`src/rtl/ysyx_24100006_clint_mh_pkg.sv`:
```
// Shared definitions for the core-local interruptor: register offsets,
// AXI response codes, address decode and byte-strobe merge helpers.
package ysyx_24100006_clint_mh_pkg;

   localparam int MAX_HARTS = 4;

   localparam logic [1:0] RESP_OKAY   = 2'b00;
   localparam logic [1:0] RESP_SLVERR = 2'b10;

   localparam logic [31:0] OFF_MTIME_LO = 32'h0000_0000;
   localparam logic [31:0] OFF_MTIME_HI = 32'h0000_0004;
   localparam logic [31:0] OFF_MSIP     = 32'h0000_0100;
   localparam logic [31:0] OFF_MTIMECMP = 32'h0000_0200;

   typedef enum logic [2:0] {
      REG_NONE,
      REG_MTIME_LO,
      REG_MTIME_HI,
      REG_MSIP,
      REG_CMP_LO,
      REG_CMP_HI
   } reg_kind_e;

   typedef struct packed {
      reg_kind_e  kind;
      logic [1:0] hart;
   } reg_sel_t;

   typedef enum logic {R_IDLE, R_DATA} r_state_e;
   typedef enum logic {W_IDLE, W_RESP} w_state_e;

   // Snapshot of both bus FSMs, kept together so checkers can bind to one signal.
   typedef struct packed {
      r_state_e r_state;
      w_state_e w_state;
      logic     aw_held;
      logic     w_held;
   } clint_dbg_t;

   // Decode a window-relative offset; only word-aligned offsets of existing harts map.
   function automatic reg_sel_t decode_addr(input logic [31:0] off, input int num_harts);
      reg_sel_t sel;
      sel.kind = REG_NONE;
      sel.hart = 2'd0;
      if (off == OFF_MTIME_LO) begin
         sel.kind = REG_MTIME_LO;
      end else if (off == OFF_MTIME_HI) begin
         sel.kind = REG_MTIME_HI;
      end else if (off[31:4] == OFF_MSIP[31:4] && off[1:0] == 2'b00) begin
         sel.hart = off[3:2];
         if (32'(off[3:2]) < 32'(num_harts)) sel.kind = REG_MSIP;
      end else if (off[31:5] == OFF_MTIMECMP[31:5] && off[1:0] == 2'b00) begin
         sel.hart = off[4:3];
         if (32'(off[4:3]) < 32'(num_harts)) sel.kind = off[2] ? REG_CMP_HI : REG_CMP_LO;
      end
      return sel;
   endfunction

   // Replace only the bytes whose strobe bit is set.
   function automatic logic [31:0] merge32(input logic [31:0] old_val,
                                           input logic [31:0] new_val,
                                           input logic [3:0]  strb);
      logic [31:0] res;
      res = old_val;
      for (int i = 0; i < 4; i++) begin
         if (strb[i]) res[8*i +: 8] = new_val[8*i +: 8];
      end
      return res;
   endfunction

endpackage

```
`src/rtl/ysyx_24100006_clint_mh_mtime.sv`:
```
// Free-running 64-bit machine timer with prescaler, bus write override
// and the high-word shadow used for coherent 64-bit reads.
module ysyx_24100006_clint_mtime
   import ysyx_24100006_clint_mh_pkg::*;
#(
   parameter int PRESCALE = 1
) (
   input  logic        clk,
   input  logic        reset,
   input  logic        wr_en,
   input  logic        wr_hi,
   input  logic [31:0] wr_data,
   input  logic [3:0]  wr_strb,
   input  logic        rd_en,
   input  logic        rd_lo,
   output logic [63:0] mtime,
   output logic [31:0] mtime_hi_rd
);

   logic [7:0]  pre_cnt;
   logic        tick;
   logic [31:0] shadow_hi;
   logic        shadow_vld;

   assign tick = (pre_cnt == 8'(PRESCALE - 1));

   // Prescaler: counts 0..PRESCALE-1, unaffected by bus writes to mtime.
   always_ff @(posedge clk or negedge reset) begin
      if (!reset)    pre_cnt <= 8'd0;
      else if (tick) pre_cnt <= 8'd0;
      else           pre_cnt <= pre_cnt + 8'd1;
   end

   // Timer: a bus write takes priority and swallows that cycle's increment.
   always_ff @(posedge clk or negedge reset) begin
      if (!reset) begin
         mtime <= 64'd0;
      end else if (wr_en) begin
         if (wr_hi) mtime[63:32] <= merge32(mtime[63:32], wr_data, wr_strb);
         else       mtime[31:0]  <= merge32(mtime[31:0], wr_data, wr_strb);
      end else if (tick) begin
         mtime <= mtime + 64'd1;
      end
   end

   // Shadow: a low-word read snapshots the high word; any other read invalidates it.
   always_ff @(posedge clk or negedge reset) begin
      if (!reset) begin
         shadow_hi  <= 32'd0;
         shadow_vld <= 1'b0;
      end else if (rd_en) begin
         if (rd_lo) begin
            shadow_hi  <= mtime[63:32];
            shadow_vld <= 1'b1;
         end else begin
            shadow_vld <= 1'b0;
         end
      end
   end

   assign mtime_hi_rd = shadow_vld ? shadow_hi : mtime[63:32];

endmodule

```
`src/rtl/ysyx_24100006_clint_mh.sv`:
```
// Core-local interruptor: AXI-Lite slave exposing mtime, per-hart msip and
// mtimecmp, and driving registered mtip/msip interrupt lines.
//
// Handshake rules: a transfer happens on a rising edge where valid and ready
// are both 1. Once a valid is raised by this block (rvalid, bvalid) it stays
// high with its payload stable until the matching ready is seen. Readies are
// held low while reset is asserted and for the first cycle after release.
module ysyx_24100006_clint_mh
   import ysyx_24100006_clint_mh_pkg::*;
#(
   parameter logic [31:0] BASE_ADDR = 32'ha000_0048,
   parameter int          NUM_HARTS = 1,   // 1..MAX_HARTS
   parameter int          PRESCALE  = 1    // 1..255
) (
   input  logic                 clk,
   input  logic                 reset,
   input  logic [31:0]          axi_araddr,
   input  logic                 axi_arvalid,
   output logic                 axi_arready,
   output logic [31:0]          axi_rdata,
   output logic [1:0]           axi_rresp,
   output logic                 axi_rvalid,
   input  logic                 axi_rready,
   input  logic [31:0]          axi_awaddr,
   input  logic                 axi_awvalid,
   output logic                 axi_awready,
   input  logic [31:0]          axi_wdata,
   input  logic [7:0]           axi_wstrb,
   input  logic                 axi_wvalid,
   output logic                 axi_wready,
   output logic [1:0]           axi_bresp,
   output logic                 axi_bvalid,
   input  logic                 axi_bready,
   output logic [NUM_HARTS-1:0] mtip,
   output logic [NUM_HARTS-1:0] msip
);

   logic        active_q;
   r_state_e    r_state, r_next;
   w_state_e    w_state, w_next;
   logic        ar_fire, aw_fire, w_fire, do_write;
   reg_sel_t    rd_sel, wr_sel;
   logic [31:0] rd_value;
   logic [1:0]  rd_resp;
   logic [31:0] rdata_q;
   logic [1:0]  rresp_q;
   logic        aw_held, w_held;
   logic [31:0] aw_addr_q, w_data_q;
   logic [3:0]  w_strb_q;
   logic [1:0]  bresp_q;
   logic [63:0] mtime;
   logic [31:0] mtime_hi_rd;
   logic [63:0] mtimecmp [NUM_HARTS];
   logic [NUM_HARTS-1:0] msip_q, mtip_q;
   clint_dbg_t  dbg_state;
   logic        unused_bits;

   assign unused_bits = ^{axi_wstrb[7:4], dbg_state};
   assign dbg_state   = '{r_state: r_state, w_state: w_state, aw_held: aw_held, w_held: w_held};

   // Readies stay low until the cycle after reset is released.
   always_ff @(posedge clk or negedge reset) begin
      if (!reset) active_q <= 1'b0;
      else        active_q <= 1'b1;
   end

   // ---------------- read channel ----------------
   assign axi_arready = active_q && (r_state == R_IDLE);
   assign axi_rvalid  = (r_state == R_DATA);
   assign axi_rdata   = rdata_q;
   assign axi_rresp   = rresp_q;
   assign ar_fire     = axi_arvalid && axi_arready;
   assign rd_sel      = decode_addr(axi_araddr - BASE_ADDR, NUM_HARTS);

   // Read FSM state register.
   always_ff @(posedge clk or negedge reset) begin
      if (!reset) r_state <= R_IDLE;
      else        r_state <= r_next;
   end

   // Read FSM next state: one beat of data per accepted address.
   always_comb begin
      r_next = r_state;
      case (r_state)
         R_IDLE:  if (ar_fire) r_next = R_DATA;
         R_DATA:  if (axi_rready) r_next = R_IDLE;
         default: r_next = R_IDLE;
      endcase
   end

   // Read mux over the current register contents (old value on a same-cycle write).
   always_comb begin
      rd_value = 32'd0;
      rd_resp  = RESP_OKAY;
      case (rd_sel.kind)
         REG_MTIME_LO: rd_value = mtime[31:0];
         REG_MTIME_HI: rd_value = mtime_hi_rd;
         REG_MSIP: begin
            for (int h = 0; h < NUM_HARTS; h++)
               if (rd_sel.hart == 2'(h)) rd_value = {31'd0, msip_q[h]};
         end
         REG_CMP_LO: begin
            for (int h = 0; h < NUM_HARTS; h++)
               if (rd_sel.hart == 2'(h)) rd_value = mtimecmp[h][31:0];
         end
         REG_CMP_HI: begin
            for (int h = 0; h < NUM_HARTS; h++)
               if (rd_sel.hart == 2'(h)) rd_value = mtimecmp[h][63:32];
         end
         default: rd_resp = RESP_SLVERR;
      endcase
   end

   // Read data/response captured at the address handshake and held until taken.
   always_ff @(posedge clk or negedge reset) begin
      if (!reset) begin
         rdata_q <= 32'd0;
         rresp_q <= RESP_OKAY;
      end else if (ar_fire) begin
         rdata_q <= rd_value;
         rresp_q <= rd_resp;
      end
   end

   // ---------------- write channel ----------------
   assign axi_awready = active_q && (w_state == W_IDLE) && !aw_held;
   assign axi_wready  = active_q && (w_state == W_IDLE) && !w_held;
   assign axi_bvalid  = (w_state == W_RESP);
   assign axi_bresp   = bresp_q;
   assign aw_fire     = axi_awvalid && axi_awready;
   assign w_fire      = axi_wvalid && axi_wready;
   assign do_write    = (w_state == W_IDLE) && aw_held && w_held;
   assign wr_sel      = decode_addr(aw_addr_q - BASE_ADDR, NUM_HARTS);

   // Write FSM state register.
   always_ff @(posedge clk or negedge reset) begin
      if (!reset) w_state <= W_IDLE;
      else        w_state <= w_next;
   end

   // Write FSM next state: respond once address and data are both held.
   always_comb begin
      w_next = w_state;
      case (w_state)
         W_IDLE:  if (do_write) w_next = W_RESP;
         W_RESP:  if (axi_bready) w_next = W_IDLE;
         default: w_next = W_IDLE;
      endcase
   end

   // AW and W are captured independently, in any order, and released on commit.
   always_ff @(posedge clk or negedge reset) begin
      if (!reset) begin
         aw_held   <= 1'b0;
         w_held    <= 1'b0;
         aw_addr_q <= 32'd0;
         w_data_q  <= 32'd0;
         w_strb_q  <= 4'd0;
         bresp_q   <= RESP_OKAY;
      end else begin
         if (aw_fire) begin
            aw_held   <= 1'b1;
            aw_addr_q <= axi_awaddr;
         end
         if (w_fire) begin
            w_held   <= 1'b1;
            w_data_q <= axi_wdata;
            w_strb_q <= axi_wstrb[3:0];
         end
         if (do_write) begin
            aw_held <= 1'b0;
            w_held  <= 1'b0;
            bresp_q <= (wr_sel.kind == REG_NONE) ? RESP_SLVERR : RESP_OKAY;
         end
      end
   end

   // ---------------- registers and interrupts ----------------
   ysyx_24100006_clint_mtime #(
      .PRESCALE(PRESCALE)
   ) u_mtime (
      .clk        (clk),
      .reset      (reset),
      .wr_en      (do_write && (wr_sel.kind == REG_MTIME_LO || wr_sel.kind == REG_MTIME_HI)),
      .wr_hi      (wr_sel.kind == REG_MTIME_HI),
      .wr_data    (w_data_q),
      .wr_strb    (w_strb_q),
      .rd_en      (ar_fire),
      .rd_lo      (rd_sel.kind == REG_MTIME_LO),
      .mtime      (mtime),
      .mtime_hi_rd(mtime_hi_rd)
   );

   // Per-hart msip and mtimecmp; msip only has bit 0, driven by strobe byte 0.
   always_ff @(posedge clk or negedge reset) begin
      if (!reset) begin
         msip_q <= '0;
         for (int h = 0; h < NUM_HARTS; h++) mtimecmp[h] <= '1;
      end else if (do_write) begin
         for (int h = 0; h < NUM_HARTS; h++) begin
            if (wr_sel.hart == 2'(h)) begin
               case (wr_sel.kind)
                  REG_MSIP:   if (w_strb_q[0]) msip_q[h] <= w_data_q[0];
                  REG_CMP_LO: mtimecmp[h][31:0]  <= merge32(mtimecmp[h][31:0], w_data_q, w_strb_q);
                  REG_CMP_HI: mtimecmp[h][63:32] <= merge32(mtimecmp[h][63:32], w_data_q, w_strb_q);
                  default:    ;
               endcase
            end
         end
      end
   end

   // Timer interrupt: registered unsigned compare, one cycle behind the operands.
   always_ff @(posedge clk or negedge reset) begin
      if (!reset) begin
         mtip_q <= '0;
      end else begin
         for (int h = 0; h < NUM_HARTS; h++) mtip_q[h] <= (mtime >= mtimecmp[h]);
      end
   end

   assign mtip = mtip_q;
   assign msip = msip_q;

endmodule

```
`config.mk`:
```
export PLATFORM = sky130hd
export DESIGN_NAME = ysyx_24100006_clint_mh
export DESIGN_NICKNAME = d
export VERILOG_FILES = /design/src/rtl/ysyx_24100006_clint_mh_pkg.sv /design/src/rtl/ysyx_24100006_clint_mh_mtime.sv /design/src/rtl/ysyx_24100006_clint_mh.sv
export SDC_FILE = /design/constraint.sdc
export NUM_CORES = 1
export LEC_CHECK = 0
export BUFFER_PORTS_ARGS = -buffer_cell sky130_fd_sc_hd__buf_2
export CAP_MARGIN = 40
export CELL_PAD_IN_SITES_DETAIL_PLACEMENT = 1
export CELL_PAD_IN_SITES_GLOBAL_PLACEMENT = 1
export CORE_AREA = 2 2 189 191
export CTS_BUF_LIST = sky130_fd_sc_hd__clkbuf_16
export CTS_CLUSTER_DIAMETER = 30
export CTS_CLUSTER_SIZE = 8
export DETAILED_ROUTE_END_ITERATION = 8
export DIE_AREA = 0 0 191 193
export PLACE_DENSITY_LB_ADDON = 0.1
export SLEW_MARGIN = 15
export SYNTH_ARGS = -nofsm -noshare
export SYNTH_HDL_FRONTEND = slang
export SYNTH_SLANG_ARGS = --single-unit
```
`constraint.sdc`:
```
create_clock -name clk -period 4.86 [get_ports clk]
set_input_delay 0.486 -clock clk [delete_from_list [all_inputs] [get_ports clk]]
set_output_delay 0.486 -clock clk [all_outputs]
set_load 0.05 [all_outputs]
```
# Word level (Yosys, flattened, before mapping)
# Cells that the tools add are included.
word_totals:
  regBits: 280
  input_bits: 111
  out_inout_bits: 43
op_classes:
  add_sub_neg: 4
  magnitude_cmp: 5
  n_eq_ne: 22
  mux: 45
  bitwise_logic: 2
  reduce_logical: 47
ops:
  columns: ["op", "n"]
  rows:
  - ["2-to-1 mux 32 bit", 5]
  - ["case mux 32 bit (5 select lines)", 1]
  - ["2-to-1 mux 64 bit", 2]
  - ["adder 64 x 1 -> 64 bit (second input constant)", 1]
  - ["== test 32 x 3 -> 1 bit (second input constant)", 2]
  - ["greater-or-equal comparator 64 bit", 1]
  - ["zero test 32 bit", 2]
  - ["subtractor 32 bit (second input constant)", 2]
  - ["== test 28 x 5 -> 1 bit (second input constant)", 2]
  - ["== test 27 x 5 -> 1 bit (second input constant)", 2]
  - ["2-to-1 mux 8 bit", 5]
  - ["AND reduction 4 bit", 9]
  - ["AND reduction 3 bit", 8]
  - ["2-to-1 mux 5 bit", 4]
  - ["2-to-1 mux 3 bit", 6]
  - ["2-to-1 mux 2 bit", 8]
  - ["logical AND 1 bit", 14]
  - ["== test 3 x 2 -> 1 bit (second input constant)", 4]
  - ["== test 3 bit (second input constant)", 4]
  - ["2-to-1 mux 1 bit", 12]
  - ["inequality test 2 bit (second input constant)", 6]
  - ["adder 8 x 1 -> 8 bit (second input constant)", 1]
  - ["zero test 2 bit", 4]
  - ["zero test 8 bit", 1]
  - ["10 further kinds", 19]

# Logic depth before layout (Yosys ltp)
# Gate-level depths: netlist of the first run.
logic_depth:
  word_depth: 12
  depth_mapped: 14
  mapped_depth_nobuf: 11

# By module
# Synthesis of the first run repeated with hierarchy kept, for this count alone.
unflattened:
  hier_cells: 1687
  area_unflattened_um2: 17043.8
modules_own_cells:
  columns: ["mod", "instances", "cells_each", "area_each_um2", "seq_area_each_um2"]
  rows:
  - ["ysyx_24100006_clint_mh", 1, 1001, 10792.9, 4409.2]
  - ["ysyx_24100006_clint_mtime", 1, 686, 6251.0, 2627.5]

# Worst setup path after synthesis of the first run
# Ideal clock, no wire load.
synth_timing:
  kind: "register to register"
  from: "register aw_addr_q[3]"
  to: "register u_mtime.mtime[47]"
  setup_ns: 0.125
  arrival_time_ns: 3.641
  path_slack_ns: 1.094
  path_stages_with_launch: 13
  n_path_buf: 2
  period_less_slack_ns: 3.766
  path_cell_list: "dfrtp_1 clkbuf_1 inv_1 ha_1 or4_4 nor4_1 o211ai_1 a22o_1 or4b_1 or3_1 buf_2 mux2_1 mux2_2"
synth_via:
  elab_chain_len: 12
synth_rtl:
  columns: ["element", "line_no", "rtl"]
  rows:
  - ["start: declaration", "ysyx_24100006_clint_mh.sv:48", "logic [31:0] aw_addr_q, w_data_q;"]
  - ["start signal: assignment", "ysyx_24100006_clint_mh.sv:163", "aw_addr_q <= axi_awaddr;"]
  - ["subtractor 32 bit *", "ysyx_24100006_clint_mh.sv:133", "assign wr_sel = decode_addr(aw_addr_q - BASE_ADDR, NUM_HARTS);"]
  - ["== test 27 x 5 -> 1 bit / < comparator 2 x 1 -> 1 bit (equally long branches)", "ysyx_24100006_clint_mh_pkg.sv:52, ysyx_24100006_clint_mh_pkg.sv:54", null]
  - ["logical AND 1 bit / 2-to-1 mux 3 bit (equally long branches)", "ysyx_24100006_clint_mh_pkg.sv:52, ysyx_24100006_clint_mh_pkg.sv:54", null]
  - ["2-to-1 mux 5 bit", "ysyx_24100006_clint_mh_pkg.sv:52", "end else if (off[31:5] == OFF_MTIMECMP[31:5] && off[1:0] == 2'b00) begin"]
  - ["2-to-1 mux 5 bit", "ysyx_24100006_clint_mh_pkg.sv:49", "end else if (off[31:4] == OFF_MSIP[31:4] && off[1:0] == 2'b00) begin"]
  - ["2-to-1 mux 3 bit", "ysyx_24100006_clint_mh_pkg.sv:47", "end else if (off == OFF_MTIME_HI) begin"]
  - ["2-to-1 mux 3 bit *", "ysyx_24100006_clint_mh_pkg.sv:45", "if (off == OFF_MTIME_LO) begin"]
  - ["== test 3 x 1 -> 1 bit / == test 3 x 2 -> 1 bit (equally long branches)", "ysyx_24100006_clint_mh.sv:184, ysyx_24100006_clint_mh.sv:185", null]
  - ["logical OR 1 bit", "ysyx_24100006_clint_mh.sv:184", ".wr_en (do_write && (wr_sel.kind == REG_MTIME_LO || wr_sel.kind == REG_MTIME_HI)),"]
  - ["logical AND 1 bit", "ysyx_24100006_clint_mh.sv:184", null]
  - ["inequality test 2 bit (no source line) / nonzero test 2 bit (equally long branches)", null, null]
  - ["AND reduction 3 bit (no source line)", null, null]
  - ["end signal: assignment", "ysyx_24100006_clint_mh_mtime.sv:39", "if (wr_hi) mtime[63:32] <= merge32(mtime[63:32], wr_data, wr_strb);"]
  - ["end signal: assignment", "ysyx_24100006_clint_mh_mtime.sv:42", "mtime <= mtime + 64'd1;"]
  - ["end: declaration", "ysyx_24100006_clint_mh_mtime.sv:16", "output logic [63:0] mtime,"]
# Mark *: on every way between the ends. The rest lies on a longest branch, timed or not.
# A chain may end at the register's enable or synchronous reset.

# Final worst setup path of the first run
# Ends and elaborated chain as after synthesis.

==> impl_metrics.tcl, run 1 <==
set metrics [dict create \
    status "finished with violations" \
    violations "hold timing" \
    layout_commonest_cell "dfrtp_1" \
    track_usage 0.310 \
    cts_resized 0 \
    clk_pin_slew_worst_paths_ns 0.04 \
    stdcell_count 2387 \
    dr_total_vias 14700 \
    syn-instance-count 1671 \
    cp_slowest_stage_delay_ns 0.62 \
    hold_class "in -> async" \
    leakage_uw 0.00879 \
    hold_viol 19 \
    worstSetupStartpointType "flop" \
    syn_area_per_cell_sq_um 9.67 \
    reg2reg_depth 10 \
    hold_slack_ns -0.0719 \
    place_congestion 0.879 \
    synth_compound_area_frac 0.167 \
    n_antenna_cell 0 \
    synth_ff_type "dfrtp_1" \
    clock_latency_ns 0.59 \
    yosys.area_share.simple 0.185 \
    finalWirelength_mm 55.7 \
    reg2reg_slack_ns 0.67 \
    worstPathCellList "inv_1, ha_1, or4_4, nor4_1, o211ai_1, a22o_1, or4b_1, or3_1, mux2_1, mux2_2" \
    rsz0062_at_grt "no" \
    wl_per_cell_um 23.3 \
    finalSetupTns_ns 0 \
    endpoint_kind "flop" \
    cts_setup_buffers 0 \
    max-clock-path-buffers 3 \
    ys_seq_elements 278 \
    synth_xor_xnor_area_share 0.00759 \
    fin_crit_ns 4.19 \
    path_class "reg -> reg" \
    grt_max_degree 106 \
    antenna_found_initial 0 \
    cts-root-buf "clkbuf_16" \
    crit-reg2reg-launch "aw_addr_q[3]$_DFFE_PN0P_" \
    post-route-period-util 0.862 \
    htreeDepth 3 \
    critPathRequiredTime_ns 5.32 \
    critPathArrivalTime_ns 4.65 \
    grt_pass1_wl_mm 88.2 \
    cts_buffers 78 \
    synth_edf_count 0 \
    fin_nets 2043 \
    finClkSkew_ns 0.0208 \
    ant_nets 0 \
    mappedNetlistArea_sq_mm 0.0162 \
    grt-ovfl-total 0 \
    synth_warnings 0 \
    cp.buffers_inverters 1 \
    drv_slew 0 \
    vdd_drop_max_mv 0.387 \
    placementRows 69 \
    cts_sinks 278 \
    power_density_mw_per_mm2 468 \
    ys_async_sr_fraction 1.00 \
    dieArea_sq_mm 0.0369 \
    dp.cells 2240 \
    synth_top_family_by_area "simple AND/OR/NAND/NOR gates" \
    drc 0 \
    start_util 0.462 \
    chipHeight_um 193 \
    critPathTopFamily "simple AND/OR/NAND/NOR gates" \
    seq_area_sq_mm 0.00704 \
    dp_hpwl_mm 37.2 \
    crit_slowest_cell "or4b_1" \
    routed_via_density 6.14 \
    fmax_mhz 239 \
    drtIter0Drc 857 \
    r2r_end "u_mtime.mtime[47]$_DFFE_PN0P_" \
    cts_tree "done" \
    drive_above_1_share 0.242 \
    worstMarginPinSlew_ns 0.894 \
    ys_types 82 \
    first_global_vias 15800 \
    mostFrequentLayoutCells "dfrtp_1 (213), nand2_1 (146), buf_2 (146), inv_1 (124), nor2_1 (96)" \
    cap_viol_max_count 0 \
    io_pins 154 \
    dieWidth_um 191 \
    setup_viol 0 \
    area_growth_pct 24.4 \
    nFillCells 3932 \
    max_slew_margin 0.404 \
    worst_slack_ns 0.671 \
    pre_cts_slack_ns 0.718 \
    port-buffer-count 147 \
    drt_first_pass_iters 5 \
    core-area_sq_mm 0.0350 \
    ctsHoldBuffers 0 \
    crit_fanout 11 \
    synth_seq_area_share 0.436 \
    synth_mux_area_frac 0.105 \
    synthAdderAreaFrac 0.0550 \
    multi_input_area_sq_mm 0.00840 \
]
==> power breakdown <==
part / internal [uW] / switching, uW / total (uW)
Combinational: 505 / 651 / 1160
Clock: 3560 / 1540 / 5100
Sequential: 2630 / 520 / 3150
Total: 6690 / 2710 / 9400
==> synthesized netlist by cell type, types with 8 or more instances <==
cell type | instances | share of area
nand4_1 | 37 | 0.014
a211oi_1 | 13 | 0.0060
mux2_2 | 76 | 0.053
and2_1 | 12 | 0.0046
or4_1 | 14 | 0.0065
a31oi_1 | 10 | 0.0039
o211a_1 | 11 | 0.0068
a21o_1 | 28 | 0.013
clkbuf_1 | 53 | 0.012
ha_1 | 71 | 0.055
or3_1 | 18 | 0.0070
nor2b_1 | 17 | 0.0066
o31ai_1 | 8 | 0.0037
o21ai_0 | 83 | 0.026
and3_1 | 23 | 0.0089
nor4_1 | 25 | 0.0097
mux2i_1 | 41 | 0.025
dfrtp_1 | 214 | 0.33
buf_2 | 11 | 0.0034
dfstp_2 | 64 | 0.10
a22oi_1 | 51 | 0.024
nor3_1 | 25 | 0.0077
inv_1 | 108 | 0.025
a21oi_1 | 62 | 0.019
xnor2_1 | 9 | 0.0049
nand3_1 | 84 | 0.026
nand2b_1 | 16 | 0.0062
nand2_1 | 146 | 0.034
nor2_1 | 96 | 0.022
and4_1 | 12 | 0.0065
o21ai_1 | 32 | 0.0099
mux2_1 | 38 | 0.026
o211ai_1 | 35 | 0.016
==> layout make-up <==
class,count,area share
inverters,108,0.0202
clock inverters,64,0.0298
multi-input cells,1211,0.418
flip-flops and latches,278,0.350
repair buffers,184,0.0518
well taps,461,0.0287
clock buffers,81,0.101
==> cells by family (layout without fill, tap and decap cells) <==
kind of cell / count (synthesis) / count (layout)
and+or+nand+nor: 565 / 565
AOI/OAI and AO/OA: 403 / 403
DFF: 278 / 278
buffers and inverters: 183 / 437
muxes: 155 / 155
adders and majority gates: 71 / 71
xor gates and xnor gates: 14 / 14
other: 2 / 3
==> state kept, by name (all words and copies together), names as in the netlist <==
register	flops
mtimecmp	64
axi_rresp	1
axi_bresp	1
aw_held	1
axi_rdata	32
active_q	1
msip	1
mtip	1
axi_bvalid	1
w_held	1
u_mtime.pre_cnt	8
u_mtime.mtime	64
w_strb_q	4
axi_rvalid	1
w_data_q	32
u_mtime.shadow_hi	32
u_mtime.shadow_vld	1
aw_addr_q	32
==> how the worst max path moves through the flow <==
| stage | startpoint | to | cells after the start |
|---|---|---|---|
| floorplan | aw_addr_q[3]$_DFFE_PN0P_ | u_mtime.mtime[47]$_DFFE_PN0P_ | 12 |
| global placement | aw_addr_q[3]$_DFFE_PN0P_ | u_mtime.mtime[47]$_DFFE_PN0P_ | 10 |
| detailed placement | aw_addr_q[3]$_DFFE_PN0P_ | u_mtime.mtime[47]$_DFFE_PN0P_ | 10 |
| CTS | aw_addr_q[3]$_DFFE_PN0P_ | u_mtime.mtime[47]$_DFFE_PN0P_ | 10 |
| global route | aw_addr_q[3]$_DFFE_PN0P_ | u_mtime.mtime[47]$_DFFE_PN0P_ | 10 |
| finish | aw_addr_q[3]$_DFFE_PN0P_ | u_mtime.mtime[47]$_DFFE_PN0P_ | 10 |
==> layer usage <==
layer / global-route usage / share of wire / vias up
li1: - / - / 6591
met1: 0.393 / 0.42 / 7470
met2: 0.528 / 0.48 / 463
met3: 0.0518 / 0.057 / 129
met4: 0.124 / 0.034 / 0
met5: 0 / 0 / -
==> through the flow <==
step                area [sq um]   util  total power, uW
floorplan                  16200      -             3780
global placement           17400  0.498             4240
detailed placement         17400  0.498             4300
CTS                        20100  0.574             9450
global route               20100  0.575             9790
finish                     20100  0.575             9400
Note: power is estimated with default switching activity, not from simulation.
==> run 2, diff against run 1 <==
--- a/config.mk
+++ b/config.mk
@@ -9,12 +9,12 @@
 export CAP_MARGIN = 40
 export CELL_PAD_IN_SITES_DETAIL_PLACEMENT = 1
 export CELL_PAD_IN_SITES_GLOBAL_PLACEMENT = 1
-export CORE_AREA = 2 2 189 191
+export CORE_AREA = 3 3 241 243
 export CTS_BUF_LIST = sky130_fd_sc_hd__clkbuf_16
 export CTS_CLUSTER_DIAMETER = 30
 export CTS_CLUSTER_SIZE = 8
 export DETAILED_ROUTE_END_ITERATION = 8
-export DIE_AREA = 0 0 191 193
+export DIE_AREA = 0 0 244 246
 export PLACE_DENSITY_LB_ADDON = 0.1
 export SLEW_MARGIN = 15
 export SYNTH_ARGS = -nofsm -noshare
==> impl_metrics.tcl, run 2 (same netlist as run 1, synthesis figures left out) <==
set metrics [dict create \
    critPathRequiredTime_ns 5.34 \
    grt_pass1_wl_mm 92.6 \
    hp-start "axi_rready" \
    io_pins 154 \
    setup_viol 0 \
    critPathArrivalTime_ns 4.65 \
    drt_first_pass_iters 4 \
    ant_nets 0 \
    antenna_found_initial 0 \
    fin_nets 2062 \
    rsz0062_at_grt "no" \
    start_util 0.288 \
    reg_top3 "mtimecmp (64), u_mtime.mtime (64)" \
    seq_area_sq_mm 0.00704 \
    whs_path_depth 2 \
    leakage_uw 0.00899 \
    dp_hpwl_mm 42.8 \
    grt-ovfl-total 0 \
    core-area_sq_mm 0.0562 \
    routed_via_density 5.21 \
    post-route-period-util 0.857 \
    port-buffer-count 147 \
    multi_input_area_sq_mm 0.00841 \
    r2r_end "u_mtime.mtime[11]$_DFFE_PN0P_" \
    cts_resized 0 \
    drive_above_1_share 0.246 \
    area_growth_pct 28.6 \
    endpoint_kind "flop" \
    nFillCells 6401 \
    drc 0 \
    first_global_vias 15200 \
    hold_class "in -> reg" \
    dr_total_vias 14100 \
    cts_sinks 278 \
    htreeDepth 3 \
    drtIter0Drc 550 \
    min_to "axi_rvalid$_DFF_PN0_" \
    placementRows 87 \
    mostFrequentLayoutCells "dfrtp_1 (213), nand2_1 (146), buf_2 (146), inv_1 (135), nor2_1 (96)" \
    fin_crit_ns 4.16 \
    max_slew_margin 0.440 \
    worstMarginPinSlew_ns 0.840 \
    crit_fanout 20 \
    path_class "reg -> reg" \
    cts_buffers 86 \
    finalSetupTns_ns 0 \
    max-clock-path-buffers 3 \
    cts_setup_buffers 0 \
    clk_pin_slew_worst_paths_ns 0.04 \
    hold_slack_ns 0.0718 \
    clock_latency_ns 0.62 \
    dieWidth_um 244 \
    chipHeight_um 246 \
    track_usage 0.201 \
    finalWirelength_mm 59.4 \
    power_uw 9710 \
    dieArea_sq_mm 0.0600 \
    reg2reg_depth 12 \
    status "completed" \
    cts_tree "done" \
    vdd_drop_max_mv 0.286 \
    worstSetupStartpointType "flop" \
    cap_viol_max_count 0 \
    wl_per_cell_um 21.9 \
    fmax_mhz 240 \
    place_congestion 0.795 \
    power_density_mw_per_mm2 467 \
    finClkSkew_ns 0.0262 \
    grt_max_degree 92 \
    drv_slew 0 \
    reg2reg_slack_ns 0.70 \
    layout_commonest_cell "dfrtp_1" \
    final_util 0.370 \
    crit-reg2reg-launch "aw_addr_q[3]$_DFFE_PN0P_" \
    cts-root-buf "clkbuf_16" \
    n_antenna_cell 0 \
    hold_viol 0 \
]
==> run 2: worst max-delay path by stage <==
stage | endpoint | from | slack, ns | cells past startpoint
3_5_place_dp | axi_rdata[13]$_DFFE_PN0P_ | axi_araddr[3] | 0.74 | 12
4_1_cts | u_mtime.mtime[11]$_DFFE_PN0P_ | aw_addr_q[3]$_DFFE_PN0P_ | 0.71 | 12
5_1_grt | u_mtime.mtime[11]$_DFFE_PN0P_ | aw_addr_q[3]$_DFFE_PN0P_ | 0.44 | 12
6_report | u_mtime.mtime[11]$_DFFE_PN0P_ | aw_addr_q[3]$_DFFE_PN0P_ | 0.70 | 12
3_3_place_gp | u_mtime.mtime[47]$_DFFE_PN0P_ | aw_addr_q[3]$_DFFE_PN0P_ | 0.78 | 10
2_1_floorplan | u_mtime.mtime[47]$_DFFE_PN0P_ | aw_addr_q[3]$_DFFE_PN0P_ | 1.09 | 12
==> run 2: what timing repair did <==
action                     4_1_cts  5_1_grt
hold endpoints to repair        73        0
hold buffers                     1        0
setup endpoints to repair        0        0
==> run 2: per-stage QoR <==
| stage | cell area [sq um] | worst slack [ns] | std cells |
|---|---|---|---|
| 2_1_floorplan | 16200 | 1.09 | 1672 |
| 3_3_place_gp | 17900 | 0.782 | 2544 |
| 3_5_place_dp | 17900 | 0.740 | 2547 |
| 4_1_cts | 20800 | 0.706 | 2710 |
| 5_1_grt | 20800 | 0.441 | 2710 |
| 6_report | 20800 | 0.696 | 2710 |
==> run 2: power breakdown <==
part	switching, uW	internal, uW	total, uW
Sequential	492	2630	3120
Combinational	693	516	1210
Clock	1630	3750	5380
Total	2810	6900	9710
==> run 2: metal layers <==
metal  GRT usage  share of wire  vias up
li1            -              -     6647
met1       0.258           0.45     7119
met2       0.338           0.48      250
met3      0.0447          0.043       90
met4      0.0577          0.023        0
met5           0              0        -
==> run 2: final cells by class <==
type / instances / share of cell area
clock buffer: 86 / 0.104
clock inverter: 76 / 0.0325
inverter: 108 / 0.0195
multi-input combinational: 1211 / 0.405
sequential: 278 / 0.339
tap: 756 / 0.0455
timing repair buffer: 195 / 0.0554
==> run 2: worst max-delay path, stage by stage, from the launching register on <==
cell and delay [ns]:
dfrtp_1 0.49, inv_1 0.11, ha_1 0.28, nand2b_1 0.18, o21ai_0 0.55, o31a_1 0.23
a31oi_1 0.07, or4_1 0.53, nor4_4 0.47, buf_4 0.35, nor4_1 0.11, clkdlybuf4s15_2 0.28
a221o_1 0.35
